$ cat src/rtl/ps2_rx_if.sv
// Consumer-side bus of the PS/2 receiver: FIFO head with valid/ready plus error pulses.
interface ps2_rx_if;
  logic [7:0] data_out;
  logic       valid;
  logic       ready;
  logic       parity_err;
  logic       frame_err;
  logic       overflow;

  modport master (output data_out, valid, parity_err, frame_err, overflow, input ready);
  modport slave  (input data_out, valid, parity_err, frame_err, overflow, output ready);
endinterface

$ cat src/rtl/ps2_rx.sv
// PS/2 device-to-host receiver: pin sync + clock de-glitch, 11-bit deframer with
// odd parity / stop check and mid-frame timeout, first-word fall-through byte FIFO.
module ps2_rx #(
  parameter int FILTER_LEN     = 8,
  parameter int TIMEOUT_CYCLES = 50000,
  parameter int FIFO_DEPTH     = 4
) (
  input  logic     clk,
  input  logic     rst,
  input  logic     ps2_clk,
  input  logic     ps2_data,
  ps2_rx_if.master bus
);
  localparam int FW = $clog2(FILTER_LEN);
  localparam int TW = $clog2(TIMEOUT_CYCLES + 1);
  localparam int AW = $clog2(FIFO_DEPTH);
  localparam int CW = AW + 1;

  localparam logic [1:0] S_IDLE = 2'd0;
  localparam logic [1:0] S_DATA = 2'd1;
  localparam logic [1:0] S_PAR  = 2'd2;
  localparam logic [1:0] S_STOP = 2'd3;

  logic                 clk_s1_q, clk_s2_q, dat_s1_q, dat_s2_q;
  logic                 filt_q, filt_d;
  logic [FW-1:0]        fcnt_q, fcnt_d;
  logic                 strobe;
  logic [1:0]           state_q, state_d;
  logic [2:0]           bcnt_q, bcnt_d;
  logic [7:0]           shift_q, shift_d;
  logic                 par_q, par_d;
  logic [TW-1:0]        tmo_q, tmo_d;
  logic                 perr_q, perr_d, ferr_q, ferr_d, ovf_q, ovf_d;
  logic                 push_q, push_d;
  logic [7:0]           pbyte_q, pbyte_d;
  logic [FIFO_DEPTH-1:0][7:0] mem_q, mem_d;
  logic [AW-1:0]        wr_q, wr_d, rd_q, rd_d;
  logic [CW-1:0]        count_q, count_d;
  logic                 pop, full, push_ok;

  // Clock filter: the filtered level flips only after FILTER_LEN straight disagreeing samples
  always_comb begin
    filt_d = filt_q;
    fcnt_d = '0;
    if (clk_s2_q != filt_q) begin
      if (fcnt_q == FW'(FILTER_LEN - 1)) filt_d = clk_s2_q;
      else                               fcnt_d = fcnt_q + 1'b1;
    end
    strobe = filt_q & ~filt_d;
  end

  // Deframer: advances on strobes only; the timeout aborts any partial frame
  always_comb begin
    state_d = state_q;
    bcnt_d  = bcnt_q;
    shift_d = shift_q;
    par_d   = par_q;
    perr_d  = 1'b0;
    ferr_d  = 1'b0;
    push_d  = 1'b0;
    pbyte_d = pbyte_q;
    if (state_q == S_IDLE || strobe) tmo_d = '0;
    else                             tmo_d = tmo_q + 1'b1;
    case (state_q)
      S_IDLE: if (strobe && !dat_s2_q) begin
        state_d = S_DATA;
        bcnt_d  = 3'd0;
      end
      S_DATA: if (strobe) begin
        shift_d = {dat_s2_q, shift_q[7:1]};
        bcnt_d  = bcnt_q + 1'b1;
        if (bcnt_q == 3'd7) state_d = S_PAR;
      end
      S_PAR: if (strobe) begin
        par_d   = dat_s2_q;
        state_d = S_STOP;
      end
      default: if (strobe) begin
        state_d = S_IDLE;
        // Parity only matters once the stop bit proves the frame was framed correctly
        if (!dat_s2_q)                  ferr_d = 1'b1;
        else if (^{shift_q, par_q} == 1'b0) perr_d = 1'b1;
        else begin
          push_d  = 1'b1;
          pbyte_d = shift_q;
        end
      end
    endcase
    if (state_q != S_IDLE && !strobe && tmo_q == TW'(TIMEOUT_CYCLES - 1)) begin
      state_d = S_IDLE;
      ferr_d  = 1'b1;
      tmo_d   = '0;
    end
  end

  // FIFO: a full FIFO still accepts a push when the head is popped the same cycle
  always_comb begin
    pop     = (count_q != '0) && bus.ready;
    full    = (count_q == CW'(FIFO_DEPTH));
    push_ok = push_q && (!full || pop);
    ovf_d   = push_q && full && !pop;
    mem_d   = mem_q;
    wr_d    = wr_q;
    rd_d    = rd_q;
    if (push_ok) begin
      mem_d[wr_q] = pbyte_q;
      wr_d        = wr_q + 1'b1;
    end
    if (pop) rd_d = rd_q + 1'b1;
    count_d = count_q + CW'(push_ok) - CW'(pop);
  end

  assign bus.valid      = (count_q != '0);
  assign bus.data_out   = bus.valid ? mem_q[rd_q] : 8'h00;
  assign bus.parity_err = perr_q;
  assign bus.frame_err  = ferr_q;
  assign bus.overflow   = ovf_q;

  // State registers; synchronisers idle high like the bus
  always_ff @(posedge clk) begin
    if (rst) begin
      clk_s1_q <= 1'b1;
      clk_s2_q <= 1'b1;
      dat_s1_q <= 1'b1;
      dat_s2_q <= 1'b1;
      filt_q   <= 1'b1;
      fcnt_q   <= '0;
      state_q  <= S_IDLE;
      bcnt_q   <= '0;
      shift_q  <= '0;
      par_q    <= 1'b0;
      tmo_q    <= '0;
      perr_q   <= 1'b0;
      ferr_q   <= 1'b0;
      ovf_q    <= 1'b0;
      push_q   <= 1'b0;
      pbyte_q  <= '0;
      mem_q    <= '0;
      wr_q     <= '0;
      rd_q     <= '0;
      count_q  <= '0;
    end else begin
      clk_s1_q <= ps2_clk;
      clk_s2_q <= clk_s1_q;
      dat_s1_q <= ps2_data;
      dat_s2_q <= dat_s1_q;
      filt_q   <= filt_d;
      fcnt_q   <= fcnt_d;
      state_q  <= state_d;
      bcnt_q   <= bcnt_d;
      shift_q  <= shift_d;
      par_q    <= par_d;
      tmo_q    <= tmo_d;
      perr_q   <= perr_d;
      ferr_q   <= ferr_d;
      ovf_q    <= ovf_d;
      push_q   <= push_d;
      pbyte_q  <= pbyte_d;
      mem_q    <= mem_d;
      wr_q     <= wr_d;
      rd_q     <= rd_d;
      count_q  <= count_d;
    end
  end
endmodule

$ cat src/flat_wrapper.sv
// flat-port wrapper written by rule: the top's interface ports become plain ports
module ps2_rx_flat 
#(
  parameter int FILTER_LEN     = 8,
  parameter int TIMEOUT_CYCLES = 50000,
  parameter int FIFO_DEPTH     = 4
)
  (clk, rst, ps2_clk, ps2_data, bus_data_out, bus_valid, bus_parity_err, bus_frame_err, bus_overflow, bus_ready);
  ps2_rx_if bus_i ();
  input  logic clk;
  input  logic rst;
  input  logic ps2_clk;
  input  logic ps2_data;
  output wire logic [$bits(bus_i.data_out)-1:0] bus_data_out;
  output wire logic [$bits(bus_i.valid)-1:0] bus_valid;
  output wire logic [$bits(bus_i.parity_err)-1:0] bus_parity_err;
  output wire logic [$bits(bus_i.frame_err)-1:0] bus_frame_err;
  output wire logic [$bits(bus_i.overflow)-1:0] bus_overflow;
  input wire logic [$bits(bus_i.ready)-1:0] bus_ready;
  assign bus_data_out = bus_i.data_out;
  assign bus_valid = bus_i.valid;
  assign bus_parity_err = bus_i.parity_err;
  assign bus_frame_err = bus_i.frame_err;
  assign bus_overflow = bus_i.overflow;
  assign bus_i.ready = bus_ready;
  ps2_rx #(.FILTER_LEN(FILTER_LEN), .TIMEOUT_CYCLES(TIMEOUT_CYCLES), .FIFO_DEPTH(FIFO_DEPTH)) u_core (.clk(clk), .rst(rst), .ps2_clk(ps2_clk), .ps2_data(ps2_data), .bus(bus_i));
endmodule
$ cat config.mk
export PLATFORM = sky130hd
export DESIGN_NAME = ps2_rx_flat
export DESIGN_NICKNAME = d
export VERILOG_FILES = /design/src/rtl/ps2_rx_if.sv /design/src/rtl/ps2_rx.sv /design/src/flat_wrapper.sv
export SDC_FILE = /design/constraint.sdc
export NUM_CORES = 1
export LEC_CHECK = 0
export ABC_AREA = 1
export BUFFER_PORTS_ARGS = -buffer_cell sky130_fd_sc_hd__buf_2
export CAP_MARGIN = 15
export CORE_MARGIN = 2
export CORE_UTILIZATION = 60
export DETAILED_ROUTE_END_ITERATION = 12
export PLACE_DENSITY = 0.74
export SLEW_MARGIN = 40
export SYNTH_ARGS = -nofsm -noshare
export SYNTH_HDL_FRONTEND = slang
export SYNTH_SLANG_ARGS = --single-unit
$ cat constraint.sdc
create_clock -name clk -period 4 [get_ports clk]
set_input_delay 1 -clock clk [delete_from_list [all_inputs] [get_ports clk]]
set_output_delay 1 -clock clk [all_outputs]
set_load 0.005 [all_outputs]
## Yosys cells after proc, flatten, opt, wreduce, memory -nomap -nowiden

Index checks and enable logic that the tools add are counted.

| cells by class | value |
|---|---|
| bitwise logic cells | 6 |
| reductions and logical operators | 30 |
| muxes and demuxes | 23 |
| add/sub/neg operators | 7 |
| order comparisons | 3 |
| equality and inequality tests | 11 |

Operator list:

| kind | count |
|---|---|
| $bwmux W32 | 1 |
| $mux W8 | 3 |
| $add A16 B1 Y16 const B | 1 |
| $bmux W8 S2 | 1 |
| $demux W8 S2 | 1 |
| $eq A16 B16 Y1 const B | 1 |
| $mux W2 | 5 |
| $eq A3 B3 Y1 const B | 3 |
| $reduce_or A3 Y1 | 3 |
| $reduce_xor A9 Y1 | 1 |
| $logic_and A1 B1 Y1 | 8 |
| $mux W1 | 8 |
| $add A3 B1 Y3 const B | 2 |
| $lt A2 B3 Y1 const B | 2 |
| $mux W3 | 2 |
| $ne A2 B1 Y1 const B | 3 |
| $pmux W2 S3 | 1 |
| $pmux W3 S2 | 1 |
| $reduce_bool A2 Y1 | 3 |
| $reduce_or A6 Y1 | 1 |
| $not A1 Y1 | 5 |
| $reduce_and A5 Y1 | 1 |
| $add A2 B1 Y2 const B | 2 |
| $logic_not A1 Y1 | 4 |
| 15 further kinds | 17 |

| storage, ports and cells | value |
|---|---|
| logic and storage cells | 103 |
| output and inout port bits | 12 |
| flip-flop bits (word level) | 89 |
| input bits | 5 |

## Longest topological paths before layout

Gate-level depths: netlist of the first run.

| depth | value |
|---|---|
| depth after elaboration | 9 |
| gate-level depth with buffers | 13 |
| gate-level depth less buffers | 12 |

## Worst setup path before layout of the first run

OpenSTA, ideal clock, no wires.

| timing | value |
|---|---|
| path kind | input-to-reg |
| start | in bus_ready |
| end | reg u_core.count_q[2] |
| required time | 3,930 ps |
| arrival | 2,283 ps |
| cell stages on the path | 10 |
| path buffers | 0 |
| slack | 1,648 ps |
| library setup time | 70 ps |
| path through | inv_1 nor2_1 ha_1 inv_1 ha_1 inv_1 fa_1 inv_1 o21ai_0 a21oi_1 |

| between the ends | value |
|---|---|
| word-level cells in the longest chain between the ends | 5 |

RTL lines:

| element | RTL line | source |
|---|---|---|
| from (decl) | flat_wrapper.sv:19 | `input wire logic [$bits(bus_i.ready)-1:0] bus_ready;` |
| $logic_and A1 B1 Y1 * | ps2_rx.sv:98 | `pop = (count_q != '0) && bus.ready;` |
| via u_core.pop | ps2_rx.sv:39 | `logic pop, full, push_ok;` |
| $logic_or A1 B1 Y1 | ps2_rx.sv:100 | `push_ok = push_q && (!full \|\| pop);` |
| $logic_and A1 B1 Y1 | ps2_rx.sv:100 |  |
| $add A3 B1 Y3 | ps2_rx.sv:110 | `count_d = count_q + CW'(push_ok) - CW'(pop);` |
| $sub A3 B1 Y3 * | ps2_rx.sv:110 |  |
| to (signal assigned) | ps2_rx.sv:162 | `count_q <= count_d;` |
| to (decl) | ps2_rx.sv:38 | `logic [CW-1:0] count_q, count_d;` |

Mark *: on every way through the listed nets, which the timed path passes. The rest lies on a longest branch.
A chain may end at the register's enable or synchronous reset.

## Worst setup path in the final report of the first run

| timing | value |
|---|---|
| start | reg u_core.rd_q[0] |
| end | out bus_data_out[3] |

| between the ends | value |
|---|---|
| word-level cells in the longest chain between the ends | 3 |

RTL lines:

| element | RTL line | source |
|---|---|---|
| from (decl) | ps2_rx.sv:37 | `logic [AW-1:0] wr_q, wr_d, rd_q, rd_d;` |
| from (signal assigned) | ps2_rx.sv:161 | `rd_q <= rd_d;` |
| $bmux W8 S2 | ps2_rx.sv:114 | `assign bus.data_out = bus.valid ? mem_q[rd_q] : 8'h00;` |
| $mux W8 (not written as such) | ps2_rx.sv:114 |  |
| $mux W8 | ps2_rx.sv:114 |  |
| to (decl) | flat_wrapper.sv:14 | `output wire logic [$bits(bus_i.data_out)-1:0] bus_data_out;` |

Every way passes these cells. The select of a mux whose other input is x is not followed.

==> metrics, run 1 <==
Port-buffer cells 16; Detailed Route WL 8390 um; pwr dens 401 mW/mm2; arrival time worst endpoint 2.00 ns; I/O pins 17; core area 0.00676 mm2; Fin Setup TNS 0 ns; Fmax 0.333 GHz; DR DRC count 0; commonest non-fill, non-tap cell in the layout nand2_1; Critical Path Source Type flop; fill count 586; Total Routing Usage GR 23.2%; drt wl/cell 12.9 um; Skew-Pair Late Insertion Delay 0.36 ns; Die X 87.5 um; unrepaired setup endpoints after global routing no; drt first-iter violations 157; R2R setup slack 1.58 ns; Mapped Cells 558; hpwl dp 5880 um; antenna violations before repair 0; FF/Latch Area 0.00178 mm2; cts hold-fix bufs 0; die area 0.00766 mm2; Setup Viol. Count Final 0; setup repair bufs after CTS 0; DRT antenna net count 0; Crit Path Class reg2out; commonest cells after routing, fill and taps aside nand2_1 (91), dfxtp_1 (89), a21oi_1 (83); worst vdd ir 0.190 mV; Critical Path Sink Type output port; Syn. warnings 0; P&R area growth vs syn 6.93%; Starting Density 62.0%; placed cell areas 0.00427 mm2; synthesized cell area 0.00419 mm2; crit-path max FO 20; first-pass GRT wire length 14000 um; Max Slew Vio Count 0; largest net degree at the start of global routing 34; r2r endpoint u_core.count_q[2]; Root Driver clkbuf_8; Avg Inst Size Synth 7.50 um2; GP Congestion 0.865; Hold Path Depth 1; Die Y 87.5 um; cell area after layout 0.00448 mm2; max cap viols 0; Final Cycle Share 75.0%; Unique masters post-synth 40; Worst R2R Start u_core.count_q[1]; Initial DRT Pass Iterations 4; CTS tree built; vias per cell 5.33; sequential share of the synthesized area 42.6%; number of buffers created by CTS 9; worst-margin pin slew 0.639 ns; CTS sink count 89; Hold Crit Start u_core.clk_s1_q; clock slew at reported path FFs 0.08 ns; number of synthesized register bits 89; post-CTS resize count 0; Final min period 3.00 ns; vias in the first global route 3143; LEAKAGE 0.00178 uW; ant diodes 0; R2R depth 10; Tightest Hold Check Type reg2reg; Fin. Hold Viols 0; Setup crit start u_core.rd_q[0]; Synth Net Count 579; vias 3471; status finished, final reports clean; H-tree depth 3; grt total ovfl 0; Std-Cell Rows 30; CTS Buffer Depth 2; relative slew slack 57.2%; CP Data Required Time 3.00 ns; layout cells sized above 1 13.7%; Hold EP u_core.clk_s2_q; clk_skew 0.0117 ns; nets 587; Final Power 1790 uW; area occupied by multi-input gates 0.00200 mm2
cell type report:
class | count | area share [%]
multi-input cells | 368 | 44.6
flip-flops and latches | 89 | 39.8
clock inverters | 6 | 1.51
repair buffers | 17 | 1.96
well taps | 80 | 2.24
inverters | 81 | 6.79
clock buffers | 10 | 3.07
cells by family after synthesis:
kind of cell,synth area share (%)
AO/OA/AOI/OAI,16.8
XOR/XNOR,1.05
adder cells (fa/ha/maj),4.96
buffers and inverters,9.71
flip-flops,42.6
AND/OR/NAND/NOR,24.9
per-stage QoR:
step                      instances  setup slack, ns  hold slack (ns)  util (%)
after floorplan                 558             1.65            0.389         -
after global placement          635             1.39            0.394      63.2
after detailed placement        635             1.37            0.399      63.2
after CTS                       651             1.04            0.422      66.3
after global routing            651            0.820            0.437      66.3
final                           651             1.00            0.416      66.3
synth_stat cells:
library cell | instances | area (um2)
a211oi_1 | 1 | 7.51
a21oi_1 | 83 | 415
a21oi_2 | 1 | 8.76
a31oi_1 | 1 | 6.26
buf_1 | 2 | 7.51
buf_2 | 4 | 20.0
buf_4 | 4 | 30.0
buf_6 | 1 | 11.3
clkbuf_1 | 9 | 33.8
clkinv_1 | 2 | 7.51
dfxtp_1 | 89 | 1780
fa_1 | 1 | 20.0
ha_1 | 15 | 188
inv_1 | 71 | 267
inv_2 | 8 | 30.0
nand2_1 | 91 | 342
nand2_2 | 14 | 87.6
nand2_4 | 2 | 22.5
nand3_1 | 19 | 95.1
nand3_2 | 2 | 20.0
nand3_4 | 3 | 52.6
nand4_1 | 4 | 25.0
nor2_1 | 43 | 161
nor2_2 | 2 | 12.5
nor2_4 | 2 | 22.5
nor3_1 | 11 | 55.1
nor3_2 | 4 | 40.0
nor3_4 | 1 | 16.3
nor3b_1 | 1 | 7.51
nor4_1 | 2 | 12.5
nor4_2 | 1 | 12.5
nor4_4 | 1 | 21.3
o211ai_1 | 2 | 15.0
o21ai_0 | 49 | 245
o21ai_1 | 1 | 5.00
or2_0 | 1 | 6.26
or2_1 | 1 | 6.26
or2_2 | 4 | 25.0
xnor2_1 | 2 | 17.5
xor2_1 | 3 | 26.3
worst max-delay path, cell delays in order (launching register included):
cell	delay, ns
dfxtp_1	0.66
inv_1	0.35
a21oi_1	0.22
o21ai_0	0.11
a21oi_1	0.17
buf_2	0.14
layer usage:
| layer | up-vias | track usage, % | routed length (um) |
|---|---|---|---|
| li1 | 1818 | - | - |
| met1 | 1577 | 29.4 | 3950 |
| met2 | 65 | 39.0 | 3980 |
| met3 | 11 | 3.86 | 326 |
| met4 | 0 | 10.3 | 131 |
| met5 | - | 0 | 0 |
worst max-delay path by stage:
stage	slack, ns	cells past startpoint	endpoint
floorplan	1.65	10	u_core.count_q[2]
global placement	1.39	9	u_core.count_q[2]
detailed placement	1.37	9	u_core.count_q[2]
CTS	1.04	5	bus_data_out[3]
global route	0.82	5	bus_data_out[3]
finish	1.00	5	bus_data_out[3]
flip-flops by register name, indices dropped and copies added, names as in the netlist:
register	count
u_core.bus.parity_err	1
u_core.bcnt_q	3
u_core.wr_q	2
u_core.mem_q	32
u_core.bus.overflow	1
u_core.count_q	3
u_core.rd_q	2
u_core.tmo_q	16
u_core.clk_s1_q	1
u_core.pbyte_q	8
u_core.state_q	2
u_core.push_q	1
u_core.dat_s2_q	1
u_core.clk_s2_q	1
u_core.dat_s1_q	1
u_core.fcnt_q	3
u_core.shift_q	8
u_core.filt_q	1
u_core.bus.frame_err	1
u_core.par_q	1
power by group:
group | total [uW] | leakage [uW] | internal (uW) | switching [uW]
clock | 626 | 0.0000985 | 307 | 319
combinational | 224 | 0.000963 | 89.5 | 134
sequential | 945 | 0.000718 | 905 | 39.7
No activity file was read; power rests on OpenSTA's default activity.
==> run 2: changes to the inputs <==
--- a/config.mk
+++ b/config.mk
@@ -5,13 +5,13 @@
 export SDC_FILE = /design/constraint.sdc
 export NUM_CORES = 1
 export LEC_CHECK = 0
-export ABC_AREA = 1
+export ABC_AREA = 0
 export BUFFER_PORTS_ARGS = -buffer_cell sky130_fd_sc_hd__buf_2
 export CAP_MARGIN = 15
 export CORE_MARGIN = 2
-export CORE_UTILIZATION = 60
+export CORE_UTILIZATION = 55
 export DETAILED_ROUTE_END_ITERATION = 12
-export PLACE_DENSITY = 0.74
+export PLACE_DENSITY = 0.71
 export SLEW_MARGIN = 40
 export SYNTH_ARGS = -nofsm -noshare
 export SYNTH_HDL_FRONTEND = slang
==> constraint.sdc (replaced) <==
create_clock -name clk -period 2.7 [get_ports clk]
set_input_delay 0.675 -clock clk [delete_from_list [all_inputs] [get_ports clk]]
set_output_delay 0.675 -clock clk [all_outputs]
set_load 0.005 [all_outputs]
==> run 2 against run 1 <==
Compared with the run above: clock power grew 42%; count of clock-buffer cells in the layout grew 1; final area shrank 4.1%; critical path depth shrank 1; critical path type unchanged; largest cell class unchanged.
==> metrics, run 2 <==
clock slew at reported path FFs 0.09 ns (about the same); H-tree depth 3 (unchanged); Setup Viol. Count Final 0 (unchanged); Fmax 0.404 GHz; R2R depth 10 (unchanged); Hold EP u_core.clk_s2_q; biggest regs u_core.mem_q: 32 flops, u_core.tmo_q: 16 flops; antenna violations before repair 0 (unchanged); Tightest Hold Check Type reg2reg; status finished, final reports clean; vias per cell 5.21 (-2.2%); cts hold-fix bufs 0 (unchanged); largest area contributor in the netlist dfxtp_1; Die X 88.6 um (+1.2%); core area 0.00687 mm2 (+1.7%); max FFs per register 32 (unchanged); slowest stage delay, CP 0.50 ns (-0.16 ns); synthesized cell area 0.00394 mm2 (-6.0%); sequential share of the synthesized area 45.3% (+2.7 points); post-synthesis mux area share 6.61% (+6.6 points); EDFF count, synth 0 (unchanged); layout cells sized above 1 13.1% (-0.55 points); XOR/XNOR share of the synthesized area 6.61% (+5.6 points); crit path cell chain buf_4 -> mux4_2 -> and2_1 -> buf_2; Avg Inst Size Synth 9.05 um2 (+21%); Final min period 2.47 ns; unrepaired setup endpoints after global routing no; largest net degree at the start of global routing 79 (+130%); vias 2846 (-18%); GP Congestion 0.778 (-10%); worst-margin pin slew 0.512 ns (-0.127 ns); ant diodes 0 (unchanged); die area 0.00785 mm2 (+2.5%); post-synthesis compound-gate area fraction 7.63% (-9.2 points); post-synth top area share 45.3% (+2.7 points); Std-Cell Rows 30 (unchanged); grt total ovfl 0 (unchanged); Syn. warnings 0 (unchanged); Final Util 62.5% (-3.8 points); CP Data Required Time 2.03 ns (-0.97 ns); arrival time worst endpoint 1.80 ns (-0.20 ns); Starting Density 57.3% (-4.7 points); max cap viols 0 (unchanged); ys flop type dfxtp_1; Fin Setup TNS 0 ns (unchanged); CTS sink count 89 (unchanged); Critical Path Source Type flop; LEAKAGE 0.00150 uW (-16%); slowest cell on the critical path mux4_2; Final Cycle Share 91.6%; Hold Crit Start u_core.clk_s1_q; drt first-iter violations 169 (+7.6%); number of synthesized register bits 89 (unchanged); Synth Net Count 456 (-21%); first-pass GRT wire length 11900 um (-15%); Worst R2R Start u_core.count_q[1]; worst vdd ir 0.372 mV (+95%); adder-cell share of the synthesized area 5.28% (+0.32 points); R2R setup slack 0.36 ns (-1.22 ns); setup repair bufs after CTS 0 (unchanged); Die Y 88.6 um (+1.2%); drt wl/cell 12.4 um (-4.1%); Hold Path Depth 1 (unchanged); relative slew slack 65.8% (+8.6 points); hpwl dp 4700 um (-20%); Detailed Route WL 6750 um (-20%); post-CTS resize count 0 (unchanged); vias in the first global route 2691 (-14%); Critical Path Sink Type output port; commonest non-fill, non-tap cell in the layout dfxtp_1; pwr dens 608 mW/mm2 (+52%); count leader, synth dfxtp_1; top post-synthesis cells by area dfxtp_1 (45%), nand2_1 (5.9%), a21oi_1 (5.6%); Crit Path Class reg2out; Unique masters post-synth 44 (+10%); number of buffers created by CTS 9 (unchanged); Skew-Pair Late Insertion Delay 0.34 ns (-0.02 ns); DRT antenna net count 0 (unchanged); Initial DRT Pass Iterations 4 (unchanged); Max Slew Vio Count 0 (unchanged); Mapped Cells 435 (-22%); Synth async-reset ratio 0% (unchanged); nets 466 (-21%); top post-synthesis cells by count dfxtp_1 (89), nand2_1 (62), a21oi_1 (44), nand3_1 (38), nor2_1 (34); Fin. Hold Viols 0 (unchanged); P&R area growth vs syn 9.03%; CTS Buffer Depth 2 (unchanged); CTS tree built; Total Routing Usage GR 19.0% (-4.2 points); Setup crit start u_core.rd_q[0]; largest family of logic cells by synthesized area simple AND/OR/NAND/NOR gates; commonest cells after routing, fill and taps aside dfxtp_1 (89), nand2_1 (62), a21oi_1 (44); crit-path max FO 7 (-65%); DR DRC count 0 (unchanged); clk_skew 0.00819 ns (-0.00351 ns); Root Driver clkbuf_8; Port-buffer cells 16 (unchanged); I/O pins 17 (unchanged); largest reg by FF count u_core.mem_q; simple-gate portion of the synthesized area 25.0% (+0.027 points); r2r endpoint u_core.count_q[2]
[run 2: cell count changes after synthesis, sizes merged, moves of 10 or more]
cell	before	now
nand2b	0	12
inv	79	12
xnor2	2	18
nand3	24	39
and2	0	13
nor2	47	35
nand2	107	66
nor3	16	6
o21ai	50	4
a21oi	84	44
[run 2: worst max-delay path by stage]
stage                     depth (start not counted)                 to
after global placement                            9  u_core.count_q[2]
after CTS                                         4    bus_data_out[3]
final                                             4    bus_data_out[0]
after global routing                              4    bus_data_out[2]
after floorplan                                  10  u_core.count_q[2]
after detailed placement                          9  u_core.count_q[2]
[run 2: kinds of logic after synthesis]
kind of cell	Yosys count
DFF	89
adders and majority gates	16
AOI/OAI and AO/OA	54
muxes	16
buffers and inverters	35
xor gates and xnor gates	28
and+or+nand+nor	197
[run 2: power breakdown]
| group | switching (uW) | total (uW) | internal [uW] | leakage (uW) |
|---|---|---|---|---|
| Combinational | 160 | 327 | 167 | 0.000683 |
| Sequential | 44.2 | 1390 | 1350 | 0.000718 |
| Clock | 440 | 891 | 450 | 0.0000953 |
| Total | 644 | 2610 | 1970 | 0.00150 |
[run 2: layout make-up]
type | instances | area (um2)
sequential | 89 | 1780
clock inverter | 5 | 55.1
multi-input combinational | 311 | 2010
tap | 96 | 120
fill | 621 | 2580
inverter | 12 | 45.0
clock buffer | 11 | 141
timing repair buffer | 22 | 138
[run 2: critical path, delay by kind of cell (launching register included)]
family / cells / cell delay (ns)
buf+inv: 2 / 0.36
flops: 1 / 0.44
simple gates: 1 / 0.16
mux: 1 / 0.50
[run 2: routing by layer]
metal / vias up / track usage, % / part of all wire [%]
li1: 1490 / - / -
met1: 1315 / 24.9 / 48
met2: 37 / 31.9 / 48
met3: 4 / 3.17 / 2.5
met4: 0 / 6.61 / 0.71
met5: - / 0 / 0
[run 2: through the flow]
stage / hold WS (ns) / power, uW / instances / cell area [um2] / worst slack, ns
floorplan: 0.389 / 1650 / 435 / 3940 / 0.188
global placement: 0.392 / 1750 / 530 / 4100 / 0.367
detailed placement: 0.398 / 1760 / 530 / 4100 / 0.285
CTS: 0.417 / 2650 / 546 / 4290 / 0.206
global route: 0.427 / 2730 / 546 / 4290 / 0.130
finish: 0.413 / 2610 / 546 / 4290 / 0.228
